File: config.mk
export PLATFORM = sky130hd
export DESIGN_NAME = grf_write_arbiter_flat
export DESIGN_NICKNAME = d
export VERILOG_FILES = /design/src/rtl/grf_write_arbiter_pkg.sv /design/src/rtl/grf_write_arbiter_if.sv /design/src/rtl/grf_write_arbiter_scoreboard.sv /design/src/rtl/grf_write_arbiter.sv /design/src/flat_wrapper.sv
export SDC_FILE = /design/constraint.sdc
export NUM_CORES = 1
export LEC_CHECK = 0
export ABC_AREA = 1
export BUFFER_PORTS_ARGS = -buffer_cell sky130_fd_sc_hd__buf_2
export CORE_MARGIN = 3
export CORE_UTILIZATION = 53
export DETAILED_ROUTE_END_ITERATION = 7
export MAX_ROUTING_LAYER = met4
export PLACE_DENSITY = 0.87
export SETUP_SLACK_MARGIN = 0.02
export SLEW_MARGIN = 20
export SYNTH_ARGS = -nofsm -noshare
export SYNTH_HDL_FRONTEND = slang
export SYNTH_SLANG_ARGS = --single-unit
File: constraint.sdc
create_clock -name clk -period 4.29 [get_ports clk]
set_clock_uncertainty 0.2 [all_clocks]
set_input_delay 0.429 -clock clk [delete_from_list [all_inputs] [get_ports clk]]
set_output_delay 0.429 -clock clk [all_outputs]
set_load 0.1 [all_outputs]
File: src/rtl/grf_write_arbiter_pkg.sv
// Shared definitions for the GRF write-port arbiter: register-file geometry
// and the arbiter mode encoding.
package grf_write_arbiter_pkg;

  localparam int unsigned GRF_ADDR_W = 5;
  localparam int unsigned GRF_DATA_W = 32;
  localparam int unsigned GRF_NREG   = 32;

  typedef enum logic {
    ARB_NORM  = 1'b0,
    ARB_FORCE = 1'b1
  } arb_mode_e;

  // $0 is hard-wired zero: never written, never busy.
  function automatic logic is_zero_reg(input logic [GRF_ADDR_W-1:0] addr);
    return (addr == '0);
  endfunction

endpackage

File: src/rtl/grf_write_arbiter_if.sv
// Bus bundle between the core (master) and the GRF write arbiter (slave):
// WB write request, aux valid/ready result path, scoreboard issue/lookup,
// and the signals forwarded to the GRF write port and bypass inputs.
interface grf_write_arbiter_if;
  import grf_write_arbiter_pkg::*;

  logic                  pipe_we;
  logic [GRF_ADDR_W-1:0] pipe_addr;
  logic [GRF_DATA_W-1:0] pipe_data;
  logic                  pipe_stall;

  logic                  aux_valid;
  logic [GRF_ADDR_W-1:0] aux_addr;
  logic [GRF_DATA_W-1:0] aux_data;
  logic                  aux_ready;

  logic                  issue_valid;
  logic [GRF_ADDR_W-1:0] issue_addr;
  logic                  issue_ready;

  logic [GRF_ADDR_W-1:0] rs;
  logic [GRF_ADDR_W-1:0] rt;
  logic                  rs_busy;
  logic                  rt_busy;

  logic                  reg_write;
  logic [GRF_ADDR_W-1:0] write_addr;
  logic [GRF_DATA_W-1:0] write_data;
  logic                  bypass_rs_grf;
  logic                  bypass_rt_grf;

  modport master (
    output pipe_we, pipe_addr, pipe_data,
    output aux_valid, aux_addr, aux_data,
    output issue_valid, issue_addr,
    output rs, rt,
    input  pipe_stall, aux_ready, issue_ready, rs_busy, rt_busy,
    input  reg_write, write_addr, write_data, bypass_rs_grf, bypass_rt_grf
  );

  modport slave (
    input  pipe_we, pipe_addr, pipe_data,
    input  aux_valid, aux_addr, aux_data,
    input  issue_valid, issue_addr,
    input  rs, rt,
    output pipe_stall, aux_ready, issue_ready, rs_busy, rt_busy,
    output reg_write, write_addr, write_data, bypass_rs_grf, bypass_rt_grf
  );

endinterface

File: src/rtl/grf_write_arbiter_scoreboard.sv
// grf_scoreboard: one busy bit per GRF register, marking registers whose
// result will arrive later through the aux port. Set on issue, cleared on the
// aux grant; a set and clear of the same register in one cycle leaves it busy.
module grf_scoreboard
  import grf_write_arbiter_pkg::*;
(
  input  logic                  clk,
  input  logic                  reset,
  input  logic                  set_i,
  input  logic [GRF_ADDR_W-1:0] set_addr_i,
  input  logic                  clr_i,
  input  logic [GRF_ADDR_W-1:0] clr_addr_i,
  input  logic [GRF_ADDR_W-1:0] rs_i,
  input  logic [GRF_ADDR_W-1:0] rt_i,
  input  logic [GRF_ADDR_W-1:0] chk_addr_i,
  output logic                  rs_busy_o,
  output logic                  rt_busy_o,
  output logic                  chk_busy_o
);

  logic [GRF_NREG-1:0] busy_q;
  logic [GRF_NREG-1:0] busy_d;
  logic [GRF_NREG-1:0] set_mask;
  logic [GRF_NREG-1:0] clr_mask;

  // Next busy vector: clear first, then set, so a same-cycle set wins.
  always_comb begin
    set_mask = '0;
    clr_mask = '0;
    if (set_i && !is_zero_reg(set_addr_i)) set_mask[set_addr_i] = 1'b1;
    if (clr_i) clr_mask[clr_addr_i] = 1'b1;
    busy_d = (busy_q & ~clr_mask) | set_mask;
  end

  // Busy vector register, discarded asynchronously on reset.
  always_ff @(posedge clk or posedge reset) begin
    if (reset) busy_q <= '0;
    else       busy_q <= busy_d;
  end

  // Lookups; $0 never reports busy.
  always_comb begin
    rs_busy_o  = !is_zero_reg(rs_i)       && busy_q[rs_i];
    rt_busy_o  = !is_zero_reg(rt_i)       && busy_q[rt_i];
    chk_busy_o = !is_zero_reg(chk_addr_i) && busy_q[chk_addr_i];
  end

endmodule

File: src/rtl/grf_write_arbiter.sv
// grf_write_arbiter: owns the single GRF write port. The WB stage has
// priority; the aux unit (valid/ready) gets idle slots and is forced through
// after MAX_WAIT consecutive denied cycles. Also hosts the busy scoreboard.
// Optional trace output is enabled with the macro GRF_ARB_TRACE_EN.
module grf_write_arbiter
  import grf_write_arbiter_pkg::*;
#(
  parameter int unsigned MAX_WAIT = 4,
  parameter int unsigned CNT_W    = 4
) (
  input  logic                 clk,
  input  logic                 reset,
  grf_write_arbiter_if.slave   bus
);

  localparam logic [CNT_W-1:0] MAX_WAIT_C = CNT_W'(MAX_WAIT);

  arb_mode_e             mode_q;
  arb_mode_e             mode_d;
  logic [CNT_W-1:0]      wait_cnt_q;
  logic [CNT_W-1:0]      wait_cnt_d;

  logic                  force_act;
  logic                  aux_gnt;
  logic                  pipe_gnt;
  logic                  any_gnt;
  logic [GRF_ADDR_W-1:0] gnt_addr;
  logic [GRF_DATA_W-1:0] gnt_data;
  logic                  wr_en;
  logic                  rs_busy_sb;
  logic                  rt_busy_sb;
  logic                  issue_busy_sb;

  function automatic logic [CNT_W-1:0] sat_inc(input logic [CNT_W-1:0] v);
    if (v >= MAX_WAIT_C) return MAX_WAIT_C;
    return v + CNT_W'(1);
  endfunction

  // Mode and wait-counter state register.
  always_ff @(posedge clk or posedge reset) begin
    if (reset) begin
      mode_q     <= ARB_NORM;
      wait_cnt_q <= '0;
    end else begin
      mode_q     <= mode_d;
      wait_cnt_q <= wait_cnt_d;
    end
  end

  // Next state: count consecutive denied aux cycles; force once the count hits MAX_WAIT.
  always_comb begin
    wait_cnt_d = '0;
    if (bus.aux_valid && !aux_gnt) wait_cnt_d = sat_inc(wait_cnt_q);
    mode_d = (wait_cnt_d == MAX_WAIT_C) ? ARB_FORCE : ARB_NORM;
  end

  // Grant decision and write-port mux; everything is held off while reset is high.
  always_comb begin
    force_act = (mode_q == ARB_FORCE) && bus.aux_valid;
    aux_gnt   = !reset && bus.aux_valid && (force_act || !bus.pipe_we);
    pipe_gnt  = !reset && bus.pipe_we && !force_act;
    any_gnt   = aux_gnt || pipe_gnt;
    gnt_addr  = aux_gnt ? bus.aux_addr : bus.pipe_addr;
    gnt_data  = aux_gnt ? bus.aux_data : bus.pipe_data;
    wr_en     = any_gnt && !is_zero_reg(gnt_addr);

    bus.aux_ready     = aux_gnt;
    bus.pipe_stall    = !reset && bus.pipe_we && force_act;
    bus.reg_write     = wr_en;
    bus.write_addr    = gnt_addr;
    bus.write_data    = gnt_data;
    bus.bypass_rs_grf = wr_en && (gnt_addr == bus.rs);
    bus.bypass_rt_grf = wr_en && (gnt_addr == bus.rt);
    bus.rs_busy       = !reset && rs_busy_sb;
    bus.rt_busy       = !reset && rt_busy_sb;
    bus.issue_ready   = !issue_busy_sb;
  end

  grf_scoreboard u_scoreboard (
    .clk        (clk),
    .reset      (reset),
    .set_i      (bus.issue_valid),
    .set_addr_i (bus.issue_addr),
    .clr_i      (aux_gnt),
    .clr_addr_i (bus.aux_addr),
    .rs_i       (bus.rs),
    .rt_i       (bus.rt),
    .chk_addr_i (bus.issue_addr),
    .rs_busy_o  (rs_busy_sb),
    .rt_busy_o  (rt_busy_sb),
    .chk_busy_o (issue_busy_sb)
  );

`ifdef GRF_ARB_TRACE_EN
  // Trace each committed write and each cycle the pipe is held for a forced aux write.
  always @(posedge clk) begin
    if (!reset) begin
      if (pipe_gnt && !is_zero_reg(bus.pipe_addr))
        $display("pipe $%0d <= %h", bus.pipe_addr, bus.pipe_data);
      if (aux_gnt && !is_zero_reg(bus.aux_addr))
        $display("aux $%0d <= %h", bus.aux_addr, bus.aux_data);
      if (force_act && bus.pipe_we)
        $display("grf arb: force aux, pipe stalled");
    end
  end
`else
  // Trace disabled: no simulation output.
`endif

endmodule

File: src/flat_wrapper.sv
// flat-port wrapper written by rule: the top's interface ports become plain ports
module grf_write_arbiter_flat import grf_write_arbiter_pkg::*;
#(
  parameter int unsigned MAX_WAIT = 4,
  parameter int unsigned CNT_W    = 4
)
  (clk, reset, bus_pipe_we, bus_pipe_addr, bus_pipe_data, bus_aux_valid, bus_aux_addr, bus_aux_data, bus_issue_valid, bus_issue_addr, bus_rs, bus_rt, bus_pipe_stall, bus_aux_ready, bus_issue_ready, bus_rs_busy, bus_rt_busy, bus_reg_write, bus_write_addr, bus_write_data, bus_bypass_rs_grf, bus_bypass_rt_grf);
  grf_write_arbiter_if bus_i ();
  input  logic clk;
  input  logic reset;
  input wire logic [$bits(bus_i.pipe_we)-1:0] bus_pipe_we;
  input wire logic [$bits(bus_i.pipe_addr)-1:0] bus_pipe_addr;
  input wire logic [$bits(bus_i.pipe_data)-1:0] bus_pipe_data;
  input wire logic [$bits(bus_i.aux_valid)-1:0] bus_aux_valid;
  input wire logic [$bits(bus_i.aux_addr)-1:0] bus_aux_addr;
  input wire logic [$bits(bus_i.aux_data)-1:0] bus_aux_data;
  input wire logic [$bits(bus_i.issue_valid)-1:0] bus_issue_valid;
  input wire logic [$bits(bus_i.issue_addr)-1:0] bus_issue_addr;
  input wire logic [$bits(bus_i.rs)-1:0] bus_rs;
  input wire logic [$bits(bus_i.rt)-1:0] bus_rt;
  output wire logic [$bits(bus_i.pipe_stall)-1:0] bus_pipe_stall;
  output wire logic [$bits(bus_i.aux_ready)-1:0] bus_aux_ready;
  output wire logic [$bits(bus_i.issue_ready)-1:0] bus_issue_ready;
  output wire logic [$bits(bus_i.rs_busy)-1:0] bus_rs_busy;
  output wire logic [$bits(bus_i.rt_busy)-1:0] bus_rt_busy;
  output wire logic [$bits(bus_i.reg_write)-1:0] bus_reg_write;
  output wire logic [$bits(bus_i.write_addr)-1:0] bus_write_addr;
  output wire logic [$bits(bus_i.write_data)-1:0] bus_write_data;
  output wire logic [$bits(bus_i.bypass_rs_grf)-1:0] bus_bypass_rs_grf;
  output wire logic [$bits(bus_i.bypass_rt_grf)-1:0] bus_bypass_rt_grf;
  assign bus_i.pipe_we = bus_pipe_we;
  assign bus_i.pipe_addr = bus_pipe_addr;
  assign bus_i.pipe_data = bus_pipe_data;
  assign bus_i.aux_valid = bus_aux_valid;
  assign bus_i.aux_addr = bus_aux_addr;
  assign bus_i.aux_data = bus_aux_data;
  assign bus_i.issue_valid = bus_issue_valid;
  assign bus_i.issue_addr = bus_issue_addr;
  assign bus_i.rs = bus_rs;
  assign bus_i.rt = bus_rt;
  assign bus_pipe_stall = bus_i.pipe_stall;
  assign bus_aux_ready = bus_i.aux_ready;
  assign bus_issue_ready = bus_i.issue_ready;
  assign bus_rs_busy = bus_i.rs_busy;
  assign bus_rt_busy = bus_i.rt_busy;
  assign bus_reg_write = bus_i.reg_write;
  assign bus_write_addr = bus_i.write_addr;
  assign bus_write_data = bus_i.write_data;
  assign bus_bypass_rs_grf = bus_i.bypass_rs_grf;
  assign bus_bypass_rt_grf = bus_i.bypass_rt_grf;
  grf_write_arbiter #(.MAX_WAIT(MAX_WAIT), .CNT_W(CNT_W)) u_core (.clk(clk), .reset(reset), .bus(bus_i));
endmodule
==> impl_metrics.tcl <==
set metrics [dict create \
    yosysWarnings 0 \
    slew_headroom_pct 35.8 \
    die_height_um 84.7 \
    async_flop_share_pct 100 \
    whs_ns 0.129 \
    cp_cell_sequence "inv_1 -> nand2_1 -> nand2_4 -> clkinv_1 -> nand2_1 -> nand2_1 -> buf_2" \
    p_per_area_mw_per_mm2 371 \
    synth_cell_type_count 24 \
    area_growth_pct 25.4 \
    slew_viol_final 0 \
    drc 0 \
    hp-class "input pin to async pin" \
    yosysSeqAreaShare_pct 28.2 \
    dp.cells 778 \
    path_clk_slew_ns 0.07 \
    power_leakage_uw 0.00243 \
    viasPerCell 5.49 \
    cts_tree "yes" \
    yosys.area.top_type "nand2_1" \
    synth_compound_area_share_pct 15.8 \
    syn_inst 579 \
    postPlaceCellArea_mm2 0.00400 \
    fin_area_mm2 0.00412 \
    numCtsBuffers 5 \
    synthTopCellsByArea "nand2_1 (29%), dfrtp_1 (28%), o21ai_0 (9.7%)" \
    hold_violations 0 \
    crit_slowest_cell "clkinv_1" \
    cts_buffer_depth 2 \
    cp_top_family "buffers and inverters" \
    crit_buf_inv 3 \
    clock_latency_ns 0.29 \
    yosys_most_used_dff "dfrtp_1" \
    worst_ep_required_time_ns 3.66 \
    port_buffers 138 \
    start_util_pct 55.2 \
    layout-drive-gt1-share_pct 22.2 \
    grt_max_degree 47 \
    reg2reg_slack_ns 1.25 \
    grt_pass1_wl_mm 17.7 \
    synth_common_cells "nand2_1 (253), inv_1 (79), o21ai_0 (64), nand3_1 (57), dfrtp_1 (37)" \
    antenna_left 0 \
    min_period_ns 3.42 \
    ys_ff_latch 37 \
    critPathKind "flop to primary output" \
    dr.first_iter.drc_count 431 \
    yosys.area_share.simple_pct 43.8 \
    routabilityCongestion 1.01 \
    post_drt_wl_per_cell_um 14.2 \
    diodes 0 \
    synth_nets 674 \
    vias 4319 \
    fp.dieW_um 84.7 \
    synth_adder_area_share_pct 0.381 \
    root_buffer "clkbuf_8" \
    synth_edf_count 0 \
    clock_sinks 37 \
    ir_drop_mv 0.306 \
    met1_length_mm 4.37 \
    hpwl_mm 8.61 \
    coreArea_mm2 0.00596 \
    grt_use_total_pct 30.9 \
    synth_most_common_cell "nand2_1" \
    max_cap_violations 0 \
    synth.avg_cell_area_um2 5.67 \
    clock.fmax_mhz 292 \
    worstSetupStartpointType "flop" \
    drt-pass1-iter-count 6 \
    cts_setup_buffers 0 \
    finalPower_uw 1530 \
    cts_resized 0 \
    crit_top_cell "nand2_1" \
    top_layer_used "met4" \
    rows 28 \
    path_max_fanout 46 \
    hold_buffers 0 \
    setup_viol 0 \
    fin_nets 805 \
    stdcell_count 786 \
    tightest_slew_ns 0.958 \
    htree_num_levels 2 \
    status "finished clean" \
    arrival_ns 2.79 \
    grt_pass1_vias 3889 \
    rsz0062_at_grt "no" \
    final.period_utilization_pct 79.8 \
    synth_top_family_by_area "simple AND/OR/NAND/NOR gates" \
    dieArea_mm2 0.00718 \
    crit_path_end_kind "primary output" \
    ioPinCount 139 \
    synthesis.area_mm2 0.00329 \
    tns_ns 0 \
    synthXorXnorAreaFrac_pct 0 \
    antenna_found_initial 0 \
    wl_met2_mm 5.12 \
    grt.overflow.total 0 \
    synth_top_area_share_pct 28.9 \
    routed_wl_mm 11.1 \
    wl_met3_mm 1.39 \
    synth.area.mux_share_pct 0 \
    slowest_delay_ns 0.88 \
]
-- worst min-delay path, cell delays in order --
cell   delay, ns
buf_2       0.16
inv_1       0.06
buf_4       0.40
-- cell usage in the layout, fill, tap and decap left out, types with 3 or more instances in the layout --
master / instances
inv_1: 79
nor2_1: 23
nand2_1: 253
a21oi_1: 4
clkinv_1: 3
nor3_1: 10
o21ai_0: 64
nand3_1: 57
nor2_2: 3
buf_2: 138
o21ai_2: 3
a22oi_1: 15
clkbuf_8: 6
dfrtp_1: 37
-- sequential cells by signal (all words and copies together) (netlist names) --
register and flops:
u_core.u_scoreboard.busy_q 32, u_core.wait_cnt_q 4, u_core.mode_q 1
-- through the flow --
stage               setup WS [ns]  utilization [%]
floorplan                  0.0348                -
global placement             1.16             67.1
detailed placement           1.03             67.1
CTS                         0.869             69.2
global route                0.601             69.2
finish                      0.868             69.2
-- cell type report --
cell class              instances  area (um2)
inverters                      82         308
clock inverters                 2        37.5
clock buffers                   6        82.6
fillers                       542        1840
multi-input cells             445        1970
repair buffers                139         698
flip-flops and latches         37         926
well taps                      75        93.8
-- path summary, 6_finish.rpt --
path	end	start	cells past startpoint
max	bus_write_data[10]	u_core.mode_q	7
max reg2reg	u_core.u_scoreboard.busy_q[11]	u_core.mode_q	7
max in group asynchronous	u_core.u_scoreboard.busy_q[29]	reset	3
min in group clk	u_core.wait_cnt_q[0]	u_core.wait_cnt_q[0]	1
min reg2reg	u_core.wait_cnt_q[0]	u_core.wait_cnt_q[0]	1
min	u_core.u_scoreboard.busy_q[9]	reset	3
-- routing by layer --
metal | up-vias | track usage, %
met5 | - | -
met4 | 0 | 10.5
met3 | 35 | 5.89
met2 | 309 | 48.1
met1 | 1879 | 40.5
li1 | 2096 | -
-- logic make-up (layout without fill, tap and decap cells) --
| kind of cell | Yosys count | after routing |
|---|---|---|
| AO/OA/AOI/OAI | 91 | 91 |
| adder cells (fa/ha/maj) | 1 | 1 |
| buffers and inverters | 97 | 229 |
| flip-flops | 37 | 37 |
| other | 1 | 1 |
| AND/OR/NAND/NOR | 352 | 352 |
-- where the power goes --
group,switching (uW),internal (uW)
Clock,125,189
Combinational,540,175
Sequential,72.9,425
Power figures use the tool's default switching activity.
